===== config.mk =====
export PLATFORM = sky130hd
export DESIGN_NAME = microwave_timer
export DESIGN_NICKNAME = d
export VERILOG_FILES = /design/src/rtl/microwave_pkg.sv /design/src/rtl/sec_prescaler.sv /design/src/rtl/microwave_timer.sv
export SDC_FILE = /design/constraint.sdc
export NUM_CORES = 1
export LEC_CHECK = 0
export CAP_MARGIN = 5
export CORE_UTILIZATION = 60
export DETAILED_ROUTE_END_ITERATION = 10
export DONT_BUFFER_PORTS = 1
export GPL_ROUTABILITY_DRIVEN = 0
export GPL_TIMING_DRIVEN = 0
export PLACE_DENSITY = 0.76
export SYNTH_ARGS = -nofsm -noshare
export SYNTH_HDL_FRONTEND = slang
export SYNTH_HIERARCHICAL = 1
export SYNTH_SLANG_ARGS = --single-unit

===== constraint.sdc =====
create_clock -name clk -period 9.05 [get_ports clk]
set_input_delay 1.81 -clock clk [delete_from_list [all_inputs] [get_ports clk]]
set_output_delay 1.81 -clock clk [all_outputs]
set_load 0.01 [all_outputs]

===== src/rtl/microwave_pkg.sv =====
// Shared types and helpers for the microwave cook-time controller.
//   timer_state_t      : controller state encoding
//   CLOSED..OPEN       : microwave oven state encodings (for benches probing the oven)
//   sat_add(a, b, tw)  : a + b clamped to 2**tw-1
package microwave_pkg;

    typedef enum logic [2:0] {
        StIdle,
        StArmed,
        StStart,
        StRun,
        StDone
    } timer_state_t;

    localparam logic [2:0] CLOSED = 3'd0;
    localparam logic [2:0] COOK   = 3'd1;
    localparam logic [2:0] PAUSE  = 3'd2;
    localparam logic [2:0] BELL   = 3'd3;
    localparam logic [2:0] OPEN   = 3'd4;

    // Width-generic saturating add: the caller passes its counter width in tw.
    // The sum carries one extra bit so the overflow is visible before clamping.
    function automatic logic [31:0] sat_add(input logic [31:0] a, input logic [31:0] b,
                                            input int unsigned tw);
        logic [32:0] sum;
        logic [32:0] lim;
        sum = {1'b0, a} + {1'b0, b};
        lim = (33'd1 << tw) - 33'd1;
        return (sum > lim) ? lim[31:0] : sum[31:0];
    endfunction

endpackage


===== src/rtl/sec_prescaler.sv =====
// Divides clk down to one-second ticks of cook time.
//   clk, nrst : clock, async active-low reset
//   en        : count this cycle
//   clr       : synchronous clear (wins over en)
//   tick      : one-cycle pulse on the cycle the count wraps
module sec_prescaler #(
    parameter int unsigned TICKS_PER_SEC = 4
) (
    input  logic clk,
    input  logic nrst,
    input  logic en,
    input  logic clr,
    output logic tick
);

    localparam int unsigned CW = (TICKS_PER_SEC > 1) ? $clog2(TICKS_PER_SEC) : 1;
    localparam logic [CW-1:0] Last = CW'(TICKS_PER_SEC - 1);

    logic [CW-1:0] cnt_q, cnt_d;

    always_comb begin
        cnt_d = cnt_q;
        tick  = 1'b0;
        if (clr) begin
            cnt_d = '0;
        end else if (en) begin
            if (cnt_q == Last) begin
                cnt_d = '0;
                tick  = 1'b1;
            end else begin
                cnt_d = cnt_q + 1'b1;
            end
        end
    end

    always_ff @(posedge clk or negedge nrst) begin
        if (!nrst) begin
            cnt_q <= '0;
        end else begin
            cnt_q <= cnt_d;
        end
    end

endmodule


===== src/rtl/microwave_timer.sv =====
// Cook-time controller sequencing the microwave FSM.
//   clk, nrst      : clock, async active-low reset
//   add_sec        : pulse, add ADD_STEP seconds
//   clr            : pulse, cancel / zero time
//   go             : pulse, user start request
//   heat, bell     : oven status (COOK / BELL)
//   start, finish  : level requests to the oven
//   remaining      : seconds left
//   busy           : high in START, RUN, DONE
// All outputs are decoded from registered state only.
module microwave_timer
    import microwave_pkg::*;
#(
    parameter int unsigned TICKS_PER_SEC = 4,
    parameter int unsigned ADD_STEP      = 10,
    parameter int unsigned TW            = 8
) (
    input  logic          clk,
    input  logic          nrst,
    input  logic          add_sec,
    input  logic          clr,
    input  logic          go,
    input  logic          heat,
    input  logic          bell,
    output logic          start,
    output logic          finish,
    output logic [TW-1:0] remaining,
    output logic          busy
);

    timer_state_t  state_q, state_d;
    logic [TW-1:0] remaining_q, remaining_d;
    logic [TW-1:0] dec_val;
    logic          tick;
    logic          ps_en;
    logic          ps_clr;

    function automatic logic [TW-1:0] add_step(input logic [TW-1:0] v);
        return TW'(sat_add(32'(v), ADD_STEP, TW));
    endfunction

    // Time only advances while the oven is actually heating; the prescaler is
    // held at zero outside RUN so every run starts on a whole second.
    assign ps_en  = (state_q == StRun) & heat;
    assign ps_clr = (state_q != StRun) | clr;

    sec_prescaler #(
        .TICKS_PER_SEC(TICKS_PER_SEC)
    ) u_prescaler (
        .clk (clk),
        .nrst(nrst),
        .en  (ps_en),
        .clr (ps_clr),
        .tick(tick)
    );

    assign dec_val = (tick && (remaining_q != '0)) ? remaining_q - TW'(1) : remaining_q;

    always_comb begin
        state_d     = state_q;
        remaining_d = remaining_q;
        unique case (state_q)
            StIdle: begin
                if (add_sec) begin
                    remaining_d = add_step('0);
                    state_d     = StArmed;
                end
            end
            StArmed: begin
                if (clr) begin
                    remaining_d = '0;
                    state_d     = StIdle;
                end else if (go) begin
                    state_d = StStart;
                end else if (add_sec) begin
                    remaining_d = add_step(remaining_q);
                end
            end
            StStart: begin
                if (clr) begin
                    remaining_d = '0;
                    state_d     = StIdle;
                end else begin
                    if (add_sec) begin
                        remaining_d = add_step(remaining_q);
                    end
                    if (heat) begin
                        state_d = StRun;
                    end
                end
            end
            StRun: begin
                if (clr) begin
                    remaining_d = '0;
                    state_d     = StDone;
                end else if (add_sec) begin
                    // A top-up landing on the last tick keeps the run alive.
                    remaining_d = add_step(dec_val);
                end else begin
                    remaining_d = dec_val;
                    if (tick && (remaining_q == TW'(1))) begin
                        state_d = StDone;
                    end
                end
            end
            StDone: begin
                if (bell) begin
                    state_d = StIdle;
                end
            end
            default: begin
                remaining_d = '0;
                state_d     = StIdle;
            end
        endcase
    end

    always_ff @(posedge clk or negedge nrst) begin
        if (!nrst) begin
            state_q     <= StIdle;
            remaining_q <= '0;
        end else begin
            state_q     <= state_d;
            remaining_q <= remaining_d;
        end
    end

    assign start     = (state_q == StStart);
    assign finish    = (state_q == StDone);
    assign busy      = (state_q == StStart) | (state_q == StRun) | (state_q == StDone);
    assign remaining = remaining_q;

endmodule


# Word level (Yosys, flattened, before mapping)
# Cells that the tools add are included.
[totals]
out_inout_bits = 11
ff_bits = 13
inputBits = 7
elab_cells = 62
[classes]
magnitude_cmp = 2
add_sub_neg = 4
eq_ne = 14
bitwise = 5
n_reduce_logical = 7
muxes = 27
[ops]
columns = ["op", "n"]
rows = [
  ["8-bit two-way mux", 10],
  ["8-bit case mux with 5 select lines", 1],
  ["3-bit two-way mux", 9],
  ["8-bit by 4-bit adder with 9-bit output (second input constant)", 2],
  ["9-bit by 8-bit > comparator with 1-bit output (second input constant)", 2],
  ["3-bit case mux with 5 select lines", 1],
  ["3-bit inequality test (second input constant)", 4],
  ["8-bit by 1-bit == test with 1-bit output (second input constant)", 1],
  ["8-bit nonzero test", 1],
  ["8-bit by 1-bit subtractor with 8-bit output (second input constant)", 1],
  ["3-bit by 2-bit == test with 1-bit output (second input constant)", 2],
  ["2-bit two-way mux", 3],
  ["3-bit by 2-bit inequality test with 1-bit output (second input constant)", 2],
  ["6-bit AND reduction", 1],
  ["2-bit inequality test (second input constant)", 2],
  ["3-bit by 1-bit == test with 1-bit output (second input constant)", 1],
  ["3-bit == test (second input constant)", 1],
  ["3-bit logical NOT", 1],
  ["1-bit two-way mux", 3],
  ["1-bit bitwise OR", 3],
  ["3-bit AND reduction", 1],
  ["2-bit by 1-bit adder with 2-bit output (second input constant)", 1],
  ["2-bit == test (second input constant)", 1],
  ["1-bit logical AND", 2],
  ["3 further kinds", 3],
]

# Depth between registers and ports, before layout
# Gate-level depths: netlist of the first run.
[depth]
ltp_word = 12
depth_mapped = 15
ltp_nobuf = 14

# Cells and area by module
# The synthesis of the first run kept the hierarchy.
[by_module_without_submodules]
columns = ["module", "cells_per_inst", "area_per_inst_um2", "seq_area_each_um2", "n_inst"]
rows = [
  ["microwave_timer", 179, 1408.9, 275.3, 1],
  ["sec_prescaler", 10, 107.6, 50.0, 1],
]

# Least setup slack after synthesis of the first run
# Ideal clock, no wire load.
[synth_timing]
path_kind = "input-to-reg"
start = "in clr"
end = "reg remaining_q[2] (netlist: remaining[2])"
cell_stages = 12
setup_ps = 74
arrival_time_ps = 4526
required_time_ps = 8976
path_buffers = 0
slack_ps = 4450
path_cell_list = "nor3_1 inv_1 nor2_1 inv_1 a31o_4 mux2_4 ha_1 inv_1 a2111oi_4 o211ai_1 o311a_1 o21ai_2"
[synth_via]
elab_chain_len = 10
word_cells_on_any_way = 14
cone_classes = "add/sub: 1; order compare: 1; eq/ne: 1; mux: 8; bitwise: 1; reduce/logical: 2"
[synth_rtl]
columns = ["element", "line_no", "text"]
rows = [
  ["start: declaration", "microwave_timer.sv:21", "input logic clr,"],
  ["1-bit bitwise OR (*)", "microwave_timer.sv:45", "assign ps_clr = (state_q != StRun) | clr;"],
  ["net ps_clr", "microwave_timer.sv:36", "logic ps_clr;"],
  ["1-bit two-way mux (*)", "sec_prescaler.sv:24", "if (clr) begin"],
  ["net tick", "microwave_timer.sv:34", "logic tick;"],
  ["1-bit logical AND (*)", "microwave_timer.sv:57", "assign dec_val = (tick && (remaining_q != '0)) ? remaining_q - TW'(1) : remaining_q;"],
  ["8-bit two-way mux (*)", "microwave_timer.sv:57", ""],
  ["8-bit by 4-bit adder with 9-bit output", "microwave_pkg.sv:27", "sum = {1'b0, a} + {1'b0, b};"],
  ["9-bit by 8-bit > comparator with 1-bit output", "microwave_pkg.sv:29", "return (sum > lim) ? lim[31:0] : sum[31:0];"],
  ["8-bit two-way mux", "microwave_pkg.sv:29", ""],
  ["8-bit two-way mux (*)", "microwave_timer.sv:96", "end else if (add_sec) begin"],
  ["8-bit two-way mux (*)", "microwave_timer.sv:93", "if (clr) begin"],
  ["8-bit case mux with 5 select lines (*)", "microwave_timer.sv:62", "unique case (state_q)"],
  ["end signal: assignment", "microwave_timer.sv:124", "remaining_q <= remaining_d;"],
  ["end: declaration", "microwave_timer.sv:32", "logic [TW-1:0] remaining_q, remaining_d;"],
]
# Mark *: on every way through the listed nets, which the timed path passes. The rest lies on a longest branch.
# A chain may end at the register's enable or synchronous reset.

# Final worst setup path of the first run
[layout_timing]
start = "in clr"
end = "reg remaining_q[1] (netlist: remaining[1])"
# Same word-level chain as after synthesis.

==> impl_metrics.py, run 1 <==
metrics = {
    "logic_synthesis": {
        "syn_nets": 205,
        "synth_common_cells": "a21oi_1, nand2_1, nor2_1",
        "syn_area_um2": 1520,
        "yosys-top-cells-area": "dfrtp_1, ha_1, a21oi_1",
        "ys.warnings.count": 6,
        "ys_ff_latch": 13,
        "yosysTopAreaCell": "dfrtp_1",
        "synth_top_cell_area_share_pct": 21.5,
        "synth_cells": 189,
        "seq_area_frac_synth_pct": 21.5,
        "yosys_most_used_dff": "dfrtp_1",
        "synth_edf_count": 0,
        "avgSynthCellArea_um2": 8.02,
        "yosys.cell_count.top_type": "a21oi_1",
        "synthArstFlopShare_pct": 100,
        "ys_types": 54,
    },
    "power_and_ir_drop": {
        "cellPowerDensity_nw_per_um2": 295,
        "p_leak_uw": 0.000631,
        "irDropWorstVdd_v": 0.000160,
    },
    "floorplan": {
        "core_um2": 2300,
        "io_pins": 18,
        "die_w_um": 52.3,
        "rows": 17,
        "dieArea_um2": 2730,
        "die_h_um": 52.3,
        "start_util_pct": 66.0,
    },
    "cts": {
        "cts_made_buffers": 3,
        "clockRootBuffer": "clkbuf_4",
        "post_cts_resized": 0,
        "clock-sinks": 13,
        "cts_tree": "yes",
        "ctsLongestPathBuffers": 2,
        "clk_latency_ns": 0.29,
        "htree_levels": 1,
        "holdBufCountCts": 0,
        "path_clk_slew_ns": 0.11,
        "postCtsSetupRepairBufs": 0,
    },
    "global_routing": {
        "grt.total_usage_pct": 32.5,
        "grt_pass1_wl_um": 6470,
        "grt.overflow.total": 0,
        "grt_pass1_vias": 1344,
        "grt_max_degree": 14,
        "antenna_found_initial": 0,
    },
    "setup_path": {
        "end_kind": "flop",
        "cp.arrival_ns": 5.29,
        "slowest_stage": "nor3_1",
        "worstPathRequired_ns": 9.29,
        "crit_chain": "nor3_1 > inv_1 > nor2_1 > inv_1 > a31o_4 > mux2_4 > ha_1 > inv_1 > a2111oi_4 > o211ai_1 > o31ai_1 > a31o_2",
        "cpMostUsedCell": "inv_1",
        "cp_max_fo": 8,
        "critical_path_class": "in -> reg",
        "cp-start-kind": "input pin",
        "slowest_delay_ns": 0.63,
    },
    "route": {
        "viasPerCell": 6.91,
        "dr.pass1.iters": 5,
        "wirelength_um": 4060,
        "routedWlPerCell_um": 18.3,
        "drc": 0,
        "drtIter0Drc": 141,
        "ant_nets": 0,
        "vias": 1528,
    },
    "run": {
        "cap_violations": 0,
    },
    "sta": {
        "period_share_pct": 55.8,
        "fin_setup_tns_ns": 0,
        "worst_pin_slew_ns": 0.897,
        "hold_violations": 0,
        "rsz0062_at_grt": "false",
        "relSlewSlack_pct": 39.7,
        "setup_viol": 0,
        "fin_skew_ns": 0.0131,
        "min_period_ns": 5.05,
        "fmax_mhz": 198,
        "slew_violations": 0,
    },
    "final_layout": {
        "layout-drive-gt1-share_pct": 11.9,
        "antennaDiodeCount": 0,
        "fin_nets": 210,
        "post-route-util_pct": 68.7,
        "syn_to_final_growth_pct": 4.04,
    },
    "placement": {
        "dp_hpwl_um": 3050,
        "port_buffers": 0,
    },
    "worst_hold_path": {
        "hp-class": "reg -> reg",
    },
    "status": {
        "outcome": "complete, no violations",
    },
}
==> critical path: cells and delay by family <==
kind,cells,cell delay [ns]
AOI/OAI and AO/OA,5,1.19
and+or+nand+nor,2,1.11
buffers and inverters,3,0.54
muxes,1,0.34
adders and majority gates,1,0.31
==> flip-flops by register name (all words and copies together) (netlist names) <==
| register | flops |
|---|---|
| remaining | 8 |
| state_q | 3 |
| u_prescaler/cnt_q | 2 |
==> per-layer routing <==
layer	track usage [%]	vias up	part of all wire (%)
li1	-	714	-
met1	45.3	716	43
met2	51.7	86	46
met3	5.22	12	9.4
met4	8.33	0	1.7
met5	0	-	0
==> final timing paths <==
check | slack (ns) | cells after the start | start | to
min | 0.54 | 2 | u_prescaler/cnt_q[1] | u_prescaler/cnt_q[1]
max in group asynchronous | 7.77 | 0 | nrst | u_prescaler/cnt_q[1]
max reg2reg | 4.81 | 14 | state_q[1] | remaining[1]
min reg2reg | 0.54 | 2 | u_prescaler/cnt_q[1] | u_prescaler/cnt_q[1]
min in group asynchronous | 1.19 | 0 | nrst | remaining[4]
max | 4.00 | 12 | clr | remaining[1]
==> cells by family (layout without fill, tap and decap cells) <==
logic type / count (synthesis) / count (layout) / synth area share (%)
muxes: 10 / 10 / 7.18
AOI/OAI and AO/OA: 71 / 71 / 32.9
adders and majority gates: 9 / 9 / 7.43
buffers and inverters: 18 / 22 / 5.86
xor gates and xnor gates: 6 / 6 / 3.47
DFF: 13 / 13 / 21.5
and+or+nand+nor: 62 / 62 / 21.7
==> per-stage QoR <==
stage	total power, uW	area, um^2	std cells	setup slack [ns]	hold WS, ns
after floorplan	350	1520	189	4.45	0.490
after global placement	404	1550	217	3.82	0.509
after detailed placement	416	1550	217	3.80	0.522
after CTS	457	1580	221	4.08	0.543
after global routing	498	1580	221	3.79	0.572
final	466	1580	221	4.00	0.538
==> cell type report <==
type	count	area (um^2)
Fill cell	210	719
Tap cell	28	35.0
Buffer	6	43.8
Sequential cell	13	325
Clock buffer	4	26.3
Multi-Input combinational cell	158	1100
Inverter	12	45.0
==> cell usage in the layout, fill, tap and decap left out, drive strengths merged, types with 2 or more instances in the layout <==
cell	instances
a31o	2
nor4	2
nand3	6
a31oi	6
o31a	2
o21bai	2
a21boi	3
nand2b	3
nand2	16
o31ai	3
o22ai	3
a21o	4
nor2	14
a2111oi	2
mux2	4
inv	12
and2	2
xnor2	6
and3	4
nand4	3
o221ai	3
ha	9
a21oi	20
mux2i	6
nor3	5
o21ai	13
dfrtp	13
clkbuf	9
==> power breakdown <==
part / internal [uW] / total [uW] / switching (uW)
Sequential: 75.5 / 113 / 37.2
Combinational: 121 / 312 / 192
Clock: 17.1 / 40.8 / 23.7
Total: 213 / 466 / 253
(Power assumes the default switching activity.)
==> run 2: changes to the inputs <==
CORE_UTILIZATION = 57   (was 60)
PLACE_DENSITY = 0.75   (was 0.76)
clock period = 4.5 ns   (was 9.05 ns; I/O delays follow)
==> run 2 against run 1 <==
Against the previous run: critical path depth grew 2; non-clock buffer count is the same; count of clock-buffer cells in the layout is the same; flip-flop and latch count is the same; worst hold slack lost 0.24 ns; wire length grew 4.3%; combinational power grew 100%; cell area grew 0.16%; total power grew 100%; clock power grew 85%; utilization shrank 5.5 points; sequential share of layout area is essentially flat; critical path type is now reg -> reg; highest routed layer unchanged.
==> impl_metrics.py, run 2 (synthesized netlist as in run 1, its figures left out) <==
metrics = {
    "status": {
        "outcome": "complete, no violations",
    },
    "cts": {
        "cts_tree": "yes",
        "clk_latency_ns": 0.28,
        "holdBufCountCts": 0,
        "postCtsSetupRepairBufs": 0,
        "cts_made_buffers": 3,
        "clock-sinks": 13,
        "path_clk_slew_ns": 0.08,
        "post_cts_resized": 0,
        "clockRootBuffer": "clkbuf_4",
        "ctsLongestPathBuffers": 2,
        "htree_levels": 1,
    },
    "power_and_ir_drop": {
        "comb_power_share_pct": 67.8,
        "pwr-share-clk_pct": 8.0,
        "switching_power_uw": 508,
        "cellPowerDensity_nw_per_um2": 593,
        "p_int_uw": 430,
        "swShare_pct": 54.2,
        "power_frac_seq_pct": 24.2,
        "irDropWorstVdd_v": 0.000384,
        "p_leak_uw": 0.000631,
    },
    "sta": {
        "relSlewSlack_pct": 46.1,
        "fin_ws_ns": 0.318,
        "min_period_ns": 4.18,
        "fin_skew_ns": 0.00464,
        "worst_pin_slew_ns": 0.803,
        "hold_violations": 0,
        "fin_setup_tns_ns": 0,
        "period_share_pct": 92.9,
        "setup_viol": 0,
        "rsz0062_at_grt": "false",
        "fmax_mhz": 239,
        "slew_violations": 0,
    },
    "setup_path": {
        "cp_max_fo": 8,
        "cp-start-kind": "flop",
        "end_kind": "flop",
        "critical_path_class": "reg -> reg",
        "worstPathRequired_ns": 4.71,
        "cp.arrival_ns": 4.40,
    },
    "global_routing": {
        "antenna_found_initial": 0,
        "grt.total_usage_pct": 32.5,
        "grt_max_degree": 14,
        "grt_pass1_wl_um": 6510,
        "grt_pass1_vias": 1357,
        "grt.overflow.total": 0,
    },
    "final_layout": {
        "fin_nets": 210,
        "final_common_cell": "a21oi_1",
        "layout-drive-gt1-share_pct": 11.9,
        "final_cell_mix": "a21oi_1, nand2_1, nor2_1",
        "multi_input_area_um2": 1100,
        "fillers": 228,
        "syn_to_final_growth_pct": 4.21,
        "largest_register_ffs": 8,
        "seq_area_um2": 325,
        "finalInstanceArea_um2": 1580,
        "antennaDiodeCount": 0,
    },
    "placement": {
        "placed_area_um2": 1550,
        "pre_cts_slack_ns": 0.204,
        "dp_hpwl_um": 3190,
        "port_buffers": 0,
    },
    "run": {
        "cap_violations": 0,
    },
    "floorplan": {
        "start_util_pct": 60.7,
        "die_w_um": 53.6,
        "core_um2": 2500,
        "die_h_um": 53.6,
        "io_pins": 18,
        "rows": 18,
        "dieArea_um2": 2870,
    },
    "route": {
        "viasPerCell": 6.82,
        "dr.pass1.iters": 4,
        "ant_nets": 0,
        "wirelength_um": 4230,
        "vias": 1520,
        "drtIter0Drc": 44,
        "routedWlPerCell_um": 19.0,
        "drc": 0,
    },
    "worst_hold_path": {
        "hp-class": "in -> async",
    },
}
-- run 2: metal layers --
| layer | track usage [%] | vias to the layer above | wire length, um |
|---|---|---|---|
| li1 | - | 717 | - |
| met1 | 42.2 | 723 | 1810 |
| met2 | 53.3 | 71 | 2040 |
| met3 | 6.78 | 9 | 311 |
| met4 | 10.5 | 0 | 66 |
| met5 | 0 | - | 0 |
-- run 2: power groups by stage --
stage | sequential, uW | combinational (uW) | clock (uW)
2_1_floorplan | 207 | 497 | 0
3_3_place_gp | 227 | 593 | 0
3_5_place_dp | 228 | 617 | 0
4_1_cts | 225 | 621 | 78.4
5_1_grt | 233 | 696 | 82.9
6_report | 227 | 636 | 75.4
-- run 2: worst paths after layout --
kind / from / end / slack, ns / cells after the start
max: state_q[1] / remaining[2] / 0.32 / 14
min: nrst / state_q[1] / 0.30 / 0
max reg2reg: state_q[1] / remaining[2] / 0.32 / 14
min reg2reg: u_prescaler/cnt_q[1] / u_prescaler/cnt_q[1] / 0.55 / 2
max in group asynchronous: nrst / state_q[0] / 4.13 / 0
min in group clk: u_prescaler/cnt_q[1] / u_prescaler/cnt_q[1] / 0.55 / 2
-- run 2: final cells by class --
| type | count | share of cell area [%] |
|---|---|---|
| well taps | 30 | 2.38 |
| inverters | 12 | 2.85 |
| flip-flops and latches | 13 | 20.6 |
| plain buffers | 6 | 2.77 |
| multi-input cells | 158 | 69.8 |
| clock buffers | 4 | 1.66 |
-- run 2: critical path, cell delays in order, from the launching register on --
cell and delay [ns]:
dfrtp_1 0.34, clkbuf_1 0.28, nand2_1 0.12, nor3_1 0.56
inv_1 0.35, nor2_1 0.46, inv_1 0.12, a31o_4 0.24
mux2_4 0.34, ha_1 0.32, inv_1 0.07, a2111oi_4 0.28
o211ai_1 0.16, o311a_1 0.36, o21ai_2 0.11
-- run 2: per-stage QoR --
stage	util (%)	std cells	hold WS [ns]	power, uW
global route	63.2	223	0.277	1010
detailed placement	62.2	219	0.525	845
CTS	63.2	223	0.289	925
global placement	62.2	219	0.511	820
floorplan	-	189	0.490	704
finish	63.2	223	0.299	938
==> run 3: changes to the inputs <==
TNS_END_PERCENT = 100   (was default)
==> results of run 3 <==
Final layout, timing and power as in run 2 (identical DEF).
